## src/rtl/prio_int_pkg.sv

```systemverilog
`default_nettype none
// =====================================================================
// prio_int_pkg : shared types, opcodes and helpers for prio_int_ctrl
// Rev 1.0
// =====================================================================
package prio_int_pkg;

    localparam int MAX_CH = 8;

    typedef enum logic [1:0] {
        ST_IDLE = 2'd0,
        ST_ACK1 = 2'd1,
        ST_ACK2 = 2'd2
    } ack_state_e;

    // OCW opcodes carried on d_in[7:5]
    localparam logic [2:0] OCW_AROT_OFF  = 3'b000;
    localparam logic [2:0] OCW_NSEOI     = 3'b001;
    localparam logic [2:0] OCW_RDSEL     = 3'b010;
    localparam logic [2:0] OCW_SEOI      = 3'b011;
    localparam logic [2:0] OCW_AROT_ON   = 3'b100;
    localparam logic [2:0] OCW_ROT_NSEOI = 3'b101;
    localparam logic [2:0] OCW_AEOI_ON   = 3'b110;

    localparam int ICW1_SEL_BIT  = 4;
    localparam int ICW1_LTIM_BIT = 3;

    // Position of a channel in the rotating order; 0 is highest priority.
    function automatic logic [2:0] prio_rank(input logic [2:0] idx,
                                             input logic [2:0] ptr,
                                             input int         n_ch);
        int d;
        d = int'(idx) - int'(ptr);
        if (d < 0) d = d + n_ch;
        return 3'(d);
    endfunction

    function automatic logic [2:0] next_idx(input logic [2:0] idx,
                                            input int         n_ch);
        return (int'(idx) + 1 >= n_ch) ? 3'd0 : idx + 3'd1;
    endfunction

endpackage
`default_nettype wire

```

## src/rtl/prio_int_resolve.sv

```systemverilog
`default_nettype none
// =====================================================================
// prio_int_resolve : combinational rotating-priority encoder
// Rev 1.0
// =====================================================================
module prio_int_resolve
    import prio_int_pkg::*;
#(
    parameter int N_CH  = 8,
    parameter int IDX_W = 3
) (
    input  logic [N_CH-1:0]  req,
    input  logic [IDX_W-1:0] ptr,
    output logic             valid,
    output logic [IDX_W-1:0] idx
);

    logic [2*N_CH-1:0] dbl;
    logic [N_CH-1:0]   rot;
    logic [IDX_W:0]    sum;

    // Rotate so that rot[0] is the channel at the pointer, then take the lowest set bit.
    always_comb begin
        dbl   = {req, req} >> ptr;
        rot   = dbl[N_CH-1:0];
        valid = |rot;
        sum   = '0;
        for (int k = N_CH - 1; k >= 0; k--) begin
            if (rot[k]) sum = {1'b0, ptr} + (IDX_W+1)'(k);
        end
        if (sum >= (IDX_W+1)'(N_CH)) sum = sum - (IDX_W+1)'(N_CH);
        idx = sum[IDX_W-1:0];
    end

endmodule
`default_nettype wire

```

## src/rtl/prio_int_ctrl.sv

```systemverilog
`default_nettype none
// =====================================================================
// prio_int_ctrl : prioritized interrupt controller with rotating priority.
// Automatic EOI is available when PRIO_INT_CTRL_AEOI_EN is defined.
// Rev 1.0
// =====================================================================
module prio_int_ctrl
    import prio_int_pkg::*;
#(
    parameter int N_CH  = 8,
    parameter int IDX_W = 3
) (
    input  logic            clk,
    input  logic            reset,
    input  logic            ncs,
    input  logic            nwr,
    input  logic            nrd,
    input  logic            a0,
    input  logic [7:0]      d_in,
    output logic [7:0]      d_out,
    output logic            d_oe,
    input  logic [N_CH-1:0] ir,
    input  logic            ninta,
    output logic            int_o
);

    localparam logic [1:0]      S_IDLE = ST_IDLE;
    localparam logic [1:0]      S_ACK1 = ST_ACK1;
    localparam logic [1:0]      S_ACK2 = ST_ACK2;
    localparam logic [N_CH-1:0] ONE    = {{(N_CH-1){1'b0}}, 1'b1};

    logic [N_CH-1:0]  irr, isr, imr, ir_q;
    logic [IDX_W-1:0] ptr, win;
    logic [4:0]       vbase;
    logic             ltim, arot, rd_sel, icw2_arm, nwr_q, ninta_q;
    logic [1:0]       state;

    logic             wr_stb, is_icw1, is_icw2, is_imr, is_ocw;
    logic [2:0]       op;
    logic             ack_fall, ack_rise, ack1_ent, ack2_end, aeoi_end;
    logic             nseoi, rot_eoi, seoi, int_nxt;
    logic             pend_vld, isr_vld;
    logic [IDX_W-1:0] pend_idx, isr_idx;
    logic [N_CH-1:0]  pend, isr_clr, isr_set, irr_clr, irr_set, irr_nxt, isr_nxt;

    assign wr_stb  = ~ncs & ~nwr & nwr_q;
    assign op      = d_in[7:5];
    assign is_icw1 = wr_stb & ~a0 & d_in[ICW1_SEL_BIT];
    assign is_ocw  = wr_stb & ~a0 & ~d_in[ICW1_SEL_BIT];
    assign is_icw2 = wr_stb & a0 & icw2_arm;
    assign is_imr  = wr_stb & a0 & ~icw2_arm;

    assign ack_fall = ninta_q & ~ninta;
    assign ack_rise = ~ninta_q & ninta;
    assign ack1_ent = (state == S_IDLE) & ack_fall & ~is_icw1;
    assign ack2_end = (state == S_ACK2) & ack_rise & ~is_icw1;

    assign pend = irr & ~imr;

    prio_int_resolve #(.N_CH(N_CH), .IDX_W(IDX_W)) u_pend_res (
        .req   (pend),
        .ptr   (ptr),
        .valid (pend_vld),
        .idx   (pend_idx)
    );

    prio_int_resolve #(.N_CH(N_CH), .IDX_W(IDX_W)) u_isr_res (
        .req   (isr),
        .ptr   (ptr),
        .valid (isr_vld),
        .idx   (isr_idx)
    );

`ifdef PRIO_INT_CTRL_AEOI_EN
    logic aeoi;

    always_ff @(posedge clk or posedge reset) begin
        if (reset)                                aeoi <= 1'b0;
        else if (is_ocw && (op == OCW_AEOI_ON))   aeoi <= 1'b1;
    end

    assign aeoi_end = aeoi & ack2_end;
`else
    assign aeoi_end = 1'b0;
`endif

    assign nseoi   = (is_ocw & ((op == OCW_NSEOI) | (op == OCW_ROT_NSEOI))) | aeoi_end;
    assign rot_eoi = (is_ocw & (op == OCW_ROT_NSEOI))
                   | (is_ocw & (op == OCW_NSEOI) & arot)
                   | (aeoi_end & arot);
    assign seoi    = is_ocw & (op == OCW_SEOI) & (int'(d_in[2:0]) < N_CH);

    always_comb begin
        isr_clr = '0;
        if (nseoi && isr_vld) isr_clr = isr_clr | (ONE << isr_idx);
        if (seoi)             isr_clr = isr_clr | (ONE << d_in[2:0]);
    end

    assign isr_set = (ack1_ent && pend_vld) ? (ONE << pend_idx) : '0;
    assign irr_clr = isr_set;
    assign irr_set = ir & ~ir_q;

    // Requests arriving in the same cycle as a clear are never lost.
    always_comb begin
        irr_nxt = is_icw1 ? '0 : (irr & ~irr_clr);
        irr_nxt = ltim ? ir : (irr_nxt | irr_set);
        isr_nxt = is_icw1 ? '0 : ((isr & ~isr_clr) | isr_set);
    end

    assign int_nxt = pend_vld & (~isr_vld |
                     (prio_rank(pend_idx, ptr, N_CH) < prio_rank(isr_idx, ptr, N_CH)));

    always_ff @(posedge clk or posedge reset) begin
        if (reset) begin
            nwr_q   <= 1'b1;
            ninta_q <= 1'b1;
            ir_q    <= '0;
            irr     <= '0;
            isr     <= '0;
            int_o   <= 1'b0;
        end else begin
            nwr_q   <= nwr;
            ninta_q <= ninta;
            ir_q    <= ir;
            irr     <= irr_nxt;
            isr     <= isr_nxt;
            int_o   <= ack1_ent ? 1'b0 : int_nxt;
        end
    end

    always_ff @(posedge clk or posedge reset) begin
        if (reset) begin
            imr      <= '0;
            ptr      <= '0;
            ltim     <= 1'b0;
            vbase    <= '0;
            arot     <= 1'b0;
            rd_sel   <= 1'b0;
            icw2_arm <= 1'b0;
        end else begin
            if (is_icw1) begin
                ltim     <= d_in[ICW1_LTIM_BIT];
                imr      <= '0;
                ptr      <= '0;
                arot     <= 1'b0;
                icw2_arm <= 1'b1;
            end else begin
                if (rot_eoi && isr_vld) ptr <= next_idx(isr_idx, N_CH);
                if (is_ocw && (op == OCW_AROT_ON))  arot   <= 1'b1;
                if (is_ocw && (op == OCW_AROT_OFF)) arot   <= 1'b0;
                if (is_ocw && (op == OCW_RDSEL))    rd_sel <= d_in[0];
            end
            if (is_icw2) begin
                vbase    <= d_in[7:3];
                icw2_arm <= 1'b0;
            end
            if (is_imr) imr <= d_in[N_CH-1:0];
        end
    end

    // Acknowledge sequencer; the winner is frozen at the first ninta edge.
    always_ff @(posedge clk or posedge reset) begin
        if (reset) begin
            state <= S_IDLE;
            win   <= '0;
        end else if (is_icw1) begin
            state <= S_IDLE;
        end else begin
            case (state)
                S_IDLE: if (ack_fall) begin
                    state <= S_ACK1;
                    win   <= pend_vld ? pend_idx : IDX_W'(N_CH - 1);
                end
                S_ACK1: if (ack_fall) state <= S_ACK2;
                S_ACK2: if (ack_rise) state <= S_IDLE;
                default: state <= S_IDLE;
            endcase
        end
    end

    always_comb begin
        d_out = '0;
        d_oe  = 1'b0;
        if (!reset) begin
            if ((state == S_ACK2) && !ninta) begin
                d_oe  = 1'b1;
                d_out = {vbase, win};
            end else if (!ncs && !nrd) begin
                d_oe  = 1'b1;
                d_out = a0 ? MAX_CH'(imr) : (rd_sel ? MAX_CH'(isr) : MAX_CH'(irr));
            end
        end
    end

endmodule
`default_nettype wire

```

## config.mk

```make
export PLATFORM = sky130hd
export DESIGN_NAME = prio_int_ctrl
export DESIGN_NICKNAME = d
export VERILOG_FILES = /design/src/rtl/prio_int_pkg.sv /design/src/rtl/prio_int_resolve.sv /design/src/rtl/prio_int_ctrl.sv
export SDC_FILE = /design/constraint.sdc
export NUM_CORES = 1
export LEC_CHECK = 0
export ABC_AREA = 1
export CELL_PAD_IN_SITES_DETAIL_PLACEMENT = 0
export CELL_PAD_IN_SITES_GLOBAL_PLACEMENT = 1
export CORE_ASPECT_RATIO = 0.9
export CORE_UTILIZATION = 43
export DETAILED_ROUTE_END_ITERATION = 7
export GPL_TIMING_DRIVEN = 1
export PLACE_DENSITY = 0.89
export SKIP_CTS_REPAIR_TIMING = 1
export SLEW_MARGIN = 15
export SYNTH_ARGS = -nofsm -noshare
export SYNTH_HDL_FRONTEND = slang
export SYNTH_SLANG_ARGS = --single-unit
export TNS_END_PERCENT = 1
```

## constraint.sdc

```tcl
create_clock -name clk -period 3.7 [get_ports clk]
set_input_delay 0.37 -clock clk [delete_from_list [all_inputs] [get_ports clk]]
set_output_delay 0.37 -clock clk [all_outputs]
set_load 0.05 [all_outputs]
```

==> flow_metrics.env <==
export IMPL_post_route_period_util_pct=95.6
export IMPL_clk_latency_ns=0.31
export IMPL_tightest_slew_ns=0.663
export IMPL_synth_xor_xnor_area_share_pct=1.05
export IMPL_cp_cell_sequence="buf_6 > nand2_1 > and2_1 > nand2_1 > nand2_2 > o21ai_4 > inv_1 > nor2_1 > o21ai_0 > nand2_1 > nand3_1 > nand2_2 > inv_2 > ha_1 > fa_2 > xnor2_2 > xor2_1 > inv_1 > ha_1 > a21oi_1 > nand2_1 > a211oi_2"
export IMPL_avgSynthCellArea_um2=6.89
export IMPL_required_ns=3.94
export IMPL_crit_slowest_cell="dfrtp_2"
export IMPL_viasPerCell=5.30
export IMPL_rows=33
export IMPL_gp_congestion=0.926
export IMPL_setup_slack_ns=0.162
export IMPL_synth_edf_count=0
export IMPL_fmax_mhz=283
export IMPL_grt_antenna_before_repair=0
export IMPL_criticalPathCategory="flip-flop to flip-flop"
export IMPL_clk_pin_slew_worst_paths_ns=0.10
export IMPL_drv_cap=0
export IMPL_cts_root_buf="clkbuf_8"
export IMPL_relSlewSlack_pct=55.8
export IMPL_period_minus_slack_ns=3.54
export IMPL_grt_pass1_vias=3843
export IMPL_start_util_pct=45.0
export IMPL_syn_cell_area_mm2=0.00417
export IMPL_synth_mux_area_fraction_pct=0
export IMPL_synthAdderAreaFrac_pct=4.56
export IMPL_cts_max_path_buffers=2
export IMPL_hold_violations=0
export IMPL_grt_start_max_net_pins=53
export IMPL_fillerInstances=959
export IMPL_final_util_pct=52.7
export IMPL_cellPowerDensity_mw_per_mm2=911
export IMPL_vias=4067
export IMPL_crit_path_end_kind="flip-flop"
export IMPL_core_mm2=0.00925
export IMPL_pwr_share_clk_pct=7.9
export IMPL_dpl_hpwl_um=9320
export IMPL_tritoncts="built"
export IMPL_grt_overflow=0
export IMPL_path_buf_inv=4
export IMPL_ios=33
export IMPL_diodes=0
export IMPL_drc_errors=0
export IMPL_grt_usage_pct=24.5
export IMPL_drt_pass1_iter_count=5
export IMPL_fp_dieH_um=95.4
export IMPL_synthSimpleGateAreaFrac_pct=37.1
export IMPL_syn_nets=642
export IMPL_path_delay_family="adder cells"
export IMPL_drive_above_1_share_pct=17.8
export IMPL_synth_top_family_by_area="simple AND/OR/NAND/NOR gates"
export IMPL_cts_buffers=5
export IMPL_peakVddDrop_mv=0.338
export IMPL_cp_arrival_ns=3.78
export IMPL_p_int_mw=2.04
export IMPL_io_buffers=32
export IMPL_drtIter0Drc=298
export IMPL_ys_warn_count=0
export IMPL_netSwitchingPower_mw=2.40
export IMPL_synthArstFlopShare_pct=100
export IMPL_routedWlPerCell_um=15.4
export IMPL_startpoint_type="flip-flop"
export IMPL_multi_input_area_mm2=0.00254
export IMPL_synth_compound_area_share_pct=15.6
export IMPL_fp_dieW_um=106
export IMPL_grt_pass1_wl_um=19000
export IMPL_seqCellArea_mm2=0.00131
export IMPL_fin_skew_ns=0.00542
export IMPL_crit_fanout=8
export IMPL_dpl_worst_slack_ns=0.0466
export IMPL_sequentialPowerShare_pct=19.3
export IMPL_ant_nets=0
export IMPL_switching_share_pct=54.0
export IMPL_routed_wl_um=11800
export IMPL_cellLeakagePower_nw=2.36
export IMPL_tns_ns=0
export IMPL_layout_nets=681
export IMPL_ys_ff_latch=52
export IMPL_status="finished, final reports clean"
export IMPL_cpPeakStageDelay_ns=0.49
export IMPL_cp_common_cell="nand2_1"
export IMPL_yosysSeqAreaShare_pct=31.3
export IMPL_synth_cell_types=47
export IMPL_die_area_mm2=0.0101
export IMPL_maxSlewViolCount=0
export IMPL_synthCells=605
export IMPL_clock_sinks=52
export IMPL_syn_to_final_growth_pct=17.1
export IMPL_min_path_type="flip-flop to flip-flop"
export IMPL_pwr_share_comb_pct=72.8
export IMPL_setup_viol=0
export IMPL_h_tree_depth=2
export IMPL_ys_flop_type="dfrtp_1"
final cells by class:
class | count | area share (%)
timing repair buffer | 49 | 9.34
tap | 122 | 3.13
multi-input combinational | 450 | 52.0
clock buffer | 5 | 1.41
inverter | 86 | 6.77
clock inverter | 3 | 0.564
sequential | 52 | 26.8
power by group through the flow:
stage                     sequential [mW]  combinational (mW)  clock, mW
after floorplan                     0.828                2.30          0
after global placement              0.855                2.90          0
after detailed placement            0.857                2.97          0
after CTS                           0.846                2.98      0.358
after global routing                0.873                3.63      0.377
final                               0.856                3.23      0.353
sequential cells by signal, summed over array words and instances, names as in the netlist:
register  cells
vbase         5
irr           8
ptr           3
ir_q          8
int_o         1
rd_sel        1
state         2
icw2_arm      1
imr           8
ninta_q       1
win           3
ltim          1
arot          1
isr           8
nwr_q         1
Yosys cell counts, types with 2 or more instances:
cell type / number / share of area, %
dfstp_2: 2 / 1.3
nand2_1: 168 / 15
o21ai_0: 26 / 3.1
buf_4: 5 / 0.90
ha_1: 12 / 3.6
o21ai_1: 9 / 1.1
fa_1: 2 / 0.96
nor2_2: 4 / 0.60
a21boi_0: 2 / 0.36
buf_6: 3 / 0.81
o22ai_1: 9 / 1.4
dfrtp_1: 50 / 30
o21a_1: 3 / 0.54
buf_2: 2 / 0.24
a211oi_1: 2 / 0.36
nand4_1: 2 / 0.30
nand3_1: 61 / 7.3
nor2_1: 34 / 3.1
inv_1: 76 / 6.8
and2_1: 3 / 0.45
nand2_4: 2 / 0.54
inv_2: 8 / 0.72
nand3_2: 23 / 5.5
clkinv_1: 2 / 0.18
nor3_1: 2 / 0.24
a21oi_1: 41 / 4.9
xnor2_1: 2 / 0.42
or2_1: 3 / 0.45
nand2_2: 12 / 1.8
o211ai_1: 7 / 1.3
o21ai_2: 5 / 1.1
xor2_1: 3 / 0.63
clkbuf_1: 6 / 0.54
per-stage QoR:
stage / cells / hold WS, ns / cell area [um^2] / power (mW)
after floorplan: 605 / 0.374 / 4170 / 3.12
after global placement: 755 / 0.459 / 4630 / 3.76
after detailed placement: 755 / 0.460 / 4630 / 3.82
after CTS: 763 / 0.475 / 4730 / 4.19
after global routing: 767 / 0.502 / 4880 / 4.88
final: 767 / 0.471 / 4880 / 4.44
cell families after synthesis:
group | after synthesis
DFF | 52
xor gates and xnor gates | 5
AOI/OAI and AO/OA | 111
buffers and inverters | 103
and+or+nand+nor | 320
adders and majority gates | 14
per-layer routing:
layer | up-vias | GRT usage, % | share of wire, % | routed length [um]
met3 | 4 | 2.60 | 4.6 | 538
li1 | 2049 | - | - | -
met4 | 0 | 3.82 | 0.41 | 48
met5 | - | 0 | 0 | 0
met1 | 1916 | 35.0 | 49 | 5770
met2 | 98 | 41.0 | 46 | 5430
path summary, 6_finish.rpt:
check	from	endpoint	slack (ns)	cells past startpoint
setup / recovery	ptr[0]	int_o	0.16	22
hold / removal	state[1]	state[1]	0.47	1
setup reg to reg	ptr[0]	int_o	0.16	22
hold reg to reg	state[1]	state[1]	0.47	1
max in group asynchronous	reset	ptr[0]	2.42	3
min in group asynchronous	reset	arot	0.79	3
cell usage in the layout (no fill, tap or decap), types with 2 or more instances in the layout:
cell	instances
a21boi_0	2
or2_1	3
a21oi_1	41
nand3_2	34
clkbuf_8	5
nand2_1	162
nand3_1	50
nor2_2	4
buf_4	15
o21a_1	3
o22ai_1	9
dfstp_2	2
nor2_1	33
xor2_1	3
dfrtp_1	49
nand2_4	3
clkdlybuf4s50_1	32
o21ai_1	7
ha_1	12
inv_1	73
buf_6	2
nor2_4	2
and2_1	3
o21ai_2	7
nand2_2	17
o211ai_1	7
inv_2	9
o21ai_0	26
nand4_1	2
nor3_1	2
clkinv_1	2
worst register-to-register path, cell delays in order, from the launching register on:
cell	delay, ns
dfrtp_2	0.49
buf_6	0.14
nand2_1	0.06
and2_1	0.18
nand2_1	0.07
nand2_2	0.07
o21ai_4	0.24
inv_1	0.08
nor2_1	0.08
o21ai_0	0.09
nand2_1	0.07
nand3_1	0.07
nand2_2	0.09
inv_2	0.06
ha_1	0.19
fa_2	0.36
xnor2_2	0.18
xor2_1	0.17
inv_1	0.06
ha_1	0.29
a21oi_1	0.14
nand2_1	0.08
a211oi_2	0.21
No activity file was read; power rests on OpenSTA's default activity.
